<file path="config.mk">
export PLATFORM = sky130hd
export DESIGN_NAME = vec_beat_seq
export DESIGN_NICKNAME = d
export VERILOG_FILES = /design/src/rtl/vec_beat_seq.sv
export SDC_FILE = /design/constraint.sdc
export NUM_CORES = 1
export LEC_CHECK = 0
export ABC_CLOCK_PERIOD_IN_PS = 5700
export BUFFER_PORTS_ARGS = -buffer_cell sky130_fd_sc_hd__buf_2
export CORE_ASPECT_RATIO = 0.8
export CORE_MARGIN = 3
export CORE_UTILIZATION = 60
export CTS_BUF_LIST = sky130_fd_sc_hd__clkbuf_4 sky130_fd_sc_hd__clkbuf_8
export CTS_CLUSTER_SIZE = 14
export DETAILED_ROUTE_END_ITERATION = 6
export PLACE_DENSITY = 0.85
export SLEW_MARGIN = 20
export SYNTH_ARGS = -nofsm -noshare
export SYNTH_HDL_FRONTEND = slang
export SYNTH_SLANG_ARGS = --single-unit
export TNS_END_PERCENT = 50
</file>
<file path="constraint.sdc">
create_clock -name clk -period 5.7 [get_ports clk]
set_input_delay 1.14 -clock clk [delete_from_list [all_inputs] [get_ports clk]]
set_output_delay 1.14 -clock clk [all_outputs]
set_load 0.01 [all_outputs]
</file>
<file path="src/rtl/vec_beat_seq.sv">
// Strip-mine beat sequencer: latches vl/vsew on issue and walks the active
// vector body in DATA_WIDTH-bit beats under a valid/ready handshake.
module vec_beat_seq #(
  parameter  int unsigned VLEN       = 16384,
  parameter  int unsigned DATA_WIDTH = 64,
  localparam int unsigned VLMAX      = VLEN / 8,
  localparam int unsigned VL_BITS    = $clog2(VLMAX) + 1,
  localparam int unsigned BPB        = DATA_WIDTH / 8,
  localparam int unsigned BPB_LG     = $clog2(BPB),
  localparam int unsigned REM_W      = VL_BITS + 3,
  localparam int unsigned IDX_W      = VL_BITS + 3 - BPB_LG
) (
  input  logic               clk,
  input  logic               rst_n,
  input  logic               start,
  output logic               start_ready,
  input  logic [VL_BITS-1:0] vl,
  input  logic [2:0]         vsew,
  input  logic               vill,
  output logic               beat_valid,
  input  logic               beat_ready,
  output logic [IDX_W-1:0]   beat_idx,
  output logic [VL_BITS-1:0] beat_elem,
  output logic [BPB-1:0]     beat_be,
  output logic               beat_last,
  output logic               done
);

  typedef enum logic [1:0] {
    ST_IDLE = 2'd0,
    ST_RUN  = 2'd1,
    ST_DONE = 2'd2
  } state_t;

  state_t             r_state;
  state_t             w_state_nxt;
  logic [REM_W-1:0]   r_rem;
  logic [IDX_W-1:0]   r_beat_idx;
  logic [1:0]         r_sew;

  logic               w_accept;
  logic               w_hs;
  logic               w_zero;
  logic               w_last;
  logic [REM_W-1:0]   w_rem_in;
  logic [REM_W-1:0]   w_byte_off;
  logic [VL_BITS-1:0] w_elem;
  logic [BPB-1:0]     w_be;

  // Issue decode: vsew[2] set means an encoding above e64.
  assign w_accept   = (r_state == ST_IDLE) && start;
  assign w_hs       = (r_state == ST_RUN) && beat_ready;
  assign w_zero     = vill || vsew[2] || (vl == '0);
  assign w_rem_in   = REM_W'(vl) << vsew[1:0];

  // Beat decode from the latched remaining-byte count and beat counter.
  assign w_last     = (r_rem <= REM_W'(BPB));
  assign w_byte_off = {r_beat_idx, {BPB_LG{1'b0}}};
  assign w_elem     = VL_BITS'(w_byte_off >> r_sew);

  always_comb begin
    w_be = '0;
    for (int unsigned i = 0; i < BPB; i++) begin
      w_be[i] = (r_rem > REM_W'(i));
    end
  end

  // State register.
  always_ff @(posedge clk or negedge rst_n) begin
    if (!rst_n) begin
      r_state <= ST_IDLE;
    end else begin
      r_state <= w_state_nxt;
    end
  end

  // Next-state logic.
  always_comb begin
    w_state_nxt = r_state;
    case (r_state)
      ST_IDLE: begin
        if (start) begin
          w_state_nxt = w_zero ? ST_DONE : ST_RUN;
        end
      end
      ST_RUN: begin
        if (beat_ready && w_last) begin
          w_state_nxt = ST_DONE;
        end
      end
      ST_DONE: w_state_nxt = ST_IDLE;
      default: w_state_nxt = ST_IDLE;
    endcase
  end

  // Instruction context: remaining bytes, beat counter and element size.
  always_ff @(posedge clk or negedge rst_n) begin
    if (!rst_n) begin
      r_rem      <= '0;
      r_beat_idx <= '0;
      r_sew      <= '0;
    end else if (w_accept) begin
      r_rem      <= w_rem_in;
      r_beat_idx <= '0;
      r_sew      <= vsew[1:0];
    end else if (w_hs && !w_last) begin
      r_rem      <= r_rem - REM_W'(BPB);
      r_beat_idx <= r_beat_idx + IDX_W'(1);
    end
  end

  // Outputs decoded from registered state; beat fields are zero unless valid.
  always_comb begin
    start_ready = 1'b0;
    beat_valid  = 1'b0;
    done        = 1'b0;
    beat_idx    = '0;
    beat_elem   = '0;
    beat_be     = '0;
    beat_last   = 1'b0;
    case (r_state)
      ST_IDLE: start_ready = 1'b1;
      ST_RUN: begin
        beat_valid = 1'b1;
        beat_idx   = r_beat_idx;
        beat_elem  = w_elem;
        beat_be    = w_be;
        beat_last  = w_last;
      end
      ST_DONE: done = 1'b1;
      default: ;
    endcase
  end

endmodule

</file>
; ---- Word-level counts from Yosys, hierarchy flattened
; Cells that the tools add are included.
; Widths: inputs -> output; s select.
[word_totals]
output_inout_bits = 36
mem_bits_rw = 0
mem_bits_ro = 0
memories = 0
register_bits = 31
in_bits = 20
latch_bits = 0
[op_classes]
multipliers = 0
reduce_logical = 11
shifts = 2
add_sub_neg = 2
n_eq_ne = 4
bitwise_logic = 0
div = 0
order_cmp = 9
n_mux = 15
[ops]
columns = op, n
row1 = $gt 15x3->1 const B, 4
row2 = $mux 12, 4
row3 = $gt 15x1->1 const B, 2
row4 = $gt 15x2->1 const B, 2
row5 = $mux 15, 2
row6 = $le 15x4->1 const B, 1
row7 = $shl 12x2->15, 1
row8 = $shr 15x2->12, 1
row9 = $sub 15x4->15 const B, 1
row10 = $add 12x1->12 const B, 1
row11 = $logic_not 12->1, 1
row12 = $mux 8, 1
row13 = $mux 2, 3
row14 = $logic_and 1x1->1, 4
row15 = $mux 1, 4
row16 = $pmux 2 s2, 1
row17 = $eq 2x1->1 const B, 1
row18 = $eq 2x2->1 const B, 1
row19 = $logic_not 2->1, 1
row20 = $logic_or 1x1->1, 2
row21 = $ne 2x1->1 const B, 1
row22 = $ne 2x2->1 const B, 1
row23 = $reduce_and 2->1, 1
row24 = $reduce_bool 2->1, 1
row25 = $logic_not 1->1, 1

; ---- Depth between registers and ports, before layout
[depth]
word_depth = 5
mapped_depth = 7

; ---- Worst setup path before layout
; OpenSTA, ideal clock, no wires.
[synth_path]
path_kind = reg-to-output
start = register r_rem[3]
end = output port beat_be[1]
n_path_buf = 0
arrival_time_ns = 1.584
path_stages_with_launch = 7
slack_ns = 2.976
required_ns = 4.560
path_cell_list = dfrtp_1 > inv_1 > ha_1 > nor3b_1 > nand4_1 > a31oi_1 > a311oi_1
[synth_between]
elab_chain_len = 2
[synth_lines]
columns = element, line
row1 = "start, declared", 37  ; logic [REM_W-1:0] r_rem;
row2 = "start signal, assigned", 103  ; r_rem <= w_rem_in;
row3 = "start signal, assigned", 107  ; r_rem <= r_rem - REM_W'(BPB);
row4 = $gt 15x1->1, 64  ; w_be[i] = (r_rem > REM_W'(i));
row5 = $mux 8, 121  ; case (r_state)
row6 = "end, declared", 24  ; output logic [BPB-1:0] beat_be,
; No other way between the ends.

; ---- Worst setup path in the final report
[layout_path]
start = register r_rem[3]
end = output port beat_be[2]
[layout_between]
elab_chain_len = 2
[layout_lines]
columns = element, line
row1 = $gt 15x2->1, 64
row2 = $mux 8, 121
; No other way between the ends.

==> reports/metrics.cfg <==
[outcome]
status = finished clean

[placement]
dpl.hpwl_mm = 4.76
place_congestion = 0.875
numPortBuffers = 55
placed_cell_area_um2 = 2860

[clocking]
numCtsBuffers = 5
clkSlewWorstSetupHoldPaths_ns = 0.06
clk_latency_ns = 0.29
cts_hold_buffers = 0
clk_root_buffer_cell = clkbuf_8
post_cts_resized = 0
cts-htree-levels = 2
post-cts-setup-buffers = 0
cts_tree = yes
cts.sinks = 31
clk_path_buf_depth = 2

[power]
power_frac_seq_pct = 39.5
p_switching_mw = 0.507
swShare_pct = 45.1
pwr_density_cell_nw_per_um2 = 378
combPwrFrac_pct = 40.4
p_int_mw = 0.617
clock_power_share_pct = 20.0
p_leak_nw = 1.37
ir_drop_uv = 324

[setup_path]
cp-end-kind = output port
path_class = register to output port
setup.worst_path.start_class = register
cpMaxStageDelayCell = dfrtp_1
critPathRequiredTime_ns = 4.56
critical_path_arrival_ns = 2.29
crit_chain = inv_1 > ha_1 > nor3b_1 > nand4_1 > o31ai_1 > a31oi_1 > buf_2
worst-path-max-fanout = 6
max_stage_delay_ns = 0.45

[synthesis]
syn_inst = 293
synth_area_um2 = 2590
seq_area_frac_synth_pct = 29.9
synth_edf_count = 0
yosysUniqueCellTypes = 52
synthFlopType = dfrtp_1
syn_avg_cell_area_um2 = 8.85
synth_warnings = 0
synth_nets = 316
async_flop_share_pct = 100
synth_seq_cells = 31

[floorplan]
initial_core_util_pct = 65.2
dieArea_um2 = 5150
die_x_um = 79.5
core_area_um2 = 3980
die_height_um = 64.8
io_pins = 56
core.rowCount = 20

[route]
drt_iter0_drc = 267
dr.pass1.iters = 5
drtAntennaViolNets = 0
post-route-drc-count = 0
avgViaCountPerCell = 6.33
wl_per_cell_um = 17.1
wirelength_mm = 6.69
vias = 2482

[global_routing]
grt_pass1_vias = 2284
antenna_found_initial = 0
grt_max_degree = 32
grt_pass1_wl_mm = 11.3
grtUsageTotal_pct = 27.9
grt-ovfl-total = 0

[timing]
fmax_mhz = 292
tns_ns = 0
worst_slew_pin_slew_ns = 0.986
slew_headroom_pct = 34.1
setup_violations = 0
period_share_pct = 60.2
fin_crit_ns = 3.43
slew_violations = 0
finClkSkew_ns = 0.00505
rsz0062_at_grt = no
hold_viol = 0

[final_layout]
final_nets = 359
drive_above_1_share_pct = 26.4
final_area_um2 = 2970
syn2layout_area_growth_pct = 14.7
diodes = 0

[run]
cap_viol_max_count = 0

[worst_hold_path]
hp-class = register to register

per-layer routing:
metal,GRT usage [%],wire length (um),vias to the layer above
met2,41.0,2910,140
met4,7.30,97,0
met3,6.67,695,14
met1,40.9,2990,1157
met5,0,0,-
li1,-,-,1171
worst max-delay path, delay by kind of cell, from the launching register on:
family | cells | cell delay (ns)
AND/OR/NAND/NOR | 2 | 0.52
flip-flops | 1 | 0.45
AO/OA/AOI/OAI | 2 | 0.41
buffers and inverters | 2 | 0.31
adder cells (fa/ha/maj) | 1 | 0.31
flip-flops by register name (all words and copies together), names as in the netlist:
signal and count:
r_beat_idx 12, r_state 2, r_rem 15, r_sew 2
power groups by stage:
stage	clock network, mW	registers, mW	logic [mW]
floorplan	0	0.369	0.390
finish	0.225	0.445	0.454
global route	0.237	0.462	0.501
global placement	0	0.437	0.430
CTS	0.227	0.441	0.453
detailed placement	0	0.444	0.444
synth_stat cells, drive strengths merged (3+ instances only):
library cell	count	area share [%]
dfrtp	31	30
and2	24	5.8
nand2	24	3.5
o21ai	24	5.1
nor2	23	3.3
mux2i	15	5.8
a21oi	14	2.7
clkbuf	12	1.7
nand3	11	2.1
inv	10	1.4
nor3	9	3.4
o211ai	9	2.6
a31oi	8	2.5
mux4	8	6.9
and3	7	1.7
buf	7	1.4
xor2	6	2.0
mux2	5	2.2
nor4	5	1.8
or3	5	1.4
o31ai	4	1.2
ha	3	1.4
nand4	3	1.3
o2111ai	3	1.0
logic make-up after synthesis:
group / count (synthesis) / share of synthesized area, %
AOI/OAI and AO/OA: 74 / 19.0
buffers and inverters: 29 / 4.58
muxes: 28 / 14.9
adders and majority gates: 3 / 1.45
and+or+nand+nor: 120 / 27.5
DFF: 31 / 29.9
xor gates and xnor gates: 8 / 2.70
cells in the final DEF, fill, tap and decap left out, types with 5 or more instances in the layout:
cell,Yosys,final
and2_1,24,24
nand2_1,24,24
buf_2,5,55
mux2i_1,15,15
a31oi_1,7,7
o211ai_1,9,9
clkbuf_8,0,6
o21ai_0,22,22
mux2_2,5,5
xor2_1,6,6
mux4_2,8,8
inv_1,10,10
dfrtp_1,31,31
and3_1,7,7
a21oi_1,14,14
nand3_1,11,11
nor2_1,23,23
path summary, 6_finish.rpt:
| kind | slack, ns | startpoint | end | cells after the start |
|---|---|---|---|---|
| worst max-delay path | 2.27 | r_rem[3] | beat_be[2] | 7 |
| worst min-delay path | 0.59 | r_beat_idx[11] | r_beat_idx[11] | 2 |
| worst min register to register | 0.59 | r_beat_idx[11] | r_beat_idx[11] | 2 |
| min in group asynchronous | 0.88 | rst_n | r_state[0] | 1 |
| max in group asynchronous | 4.36 | rst_n | r_beat_idx[3] | 1 |
| worst max register to register | 3.52 | r_rem[3] | r_rem[13] | 7 |
through the flow:
| stage | power, mW | std cells | hold slack [ns] | setup WS [ns] | util [%] |
|---|---|---|---|---|---|
| final | 1.12 | 392 | 0.587 | 2.27 | 74.7 |
| after global routing | 1.20 | 392 | 0.639 | 2.03 | 74.7 |
| after CTS | 1.12 | 392 | 0.595 | 2.33 | 74.7 |
| after detailed placement | 0.888 | 384 | 0.586 | 2.64 | 71.8 |
| after global placement | 0.866 | 384 | 0.560 | 2.75 | 71.8 |
| after floorplan | 0.759 | 293 | 0.519 | 2.98 | - |
cell type report:
type                       count  area, um^2
clock buffer                   6        82.6
inverter                      10        37.5
fill                         278        1000
multi-input combinational    233        1700
sequential                    31         776
timing repair buffer          55         275
tap                           55        68.8
clock inverter                 2        35.0
Power figures use the tool's default switching activity.
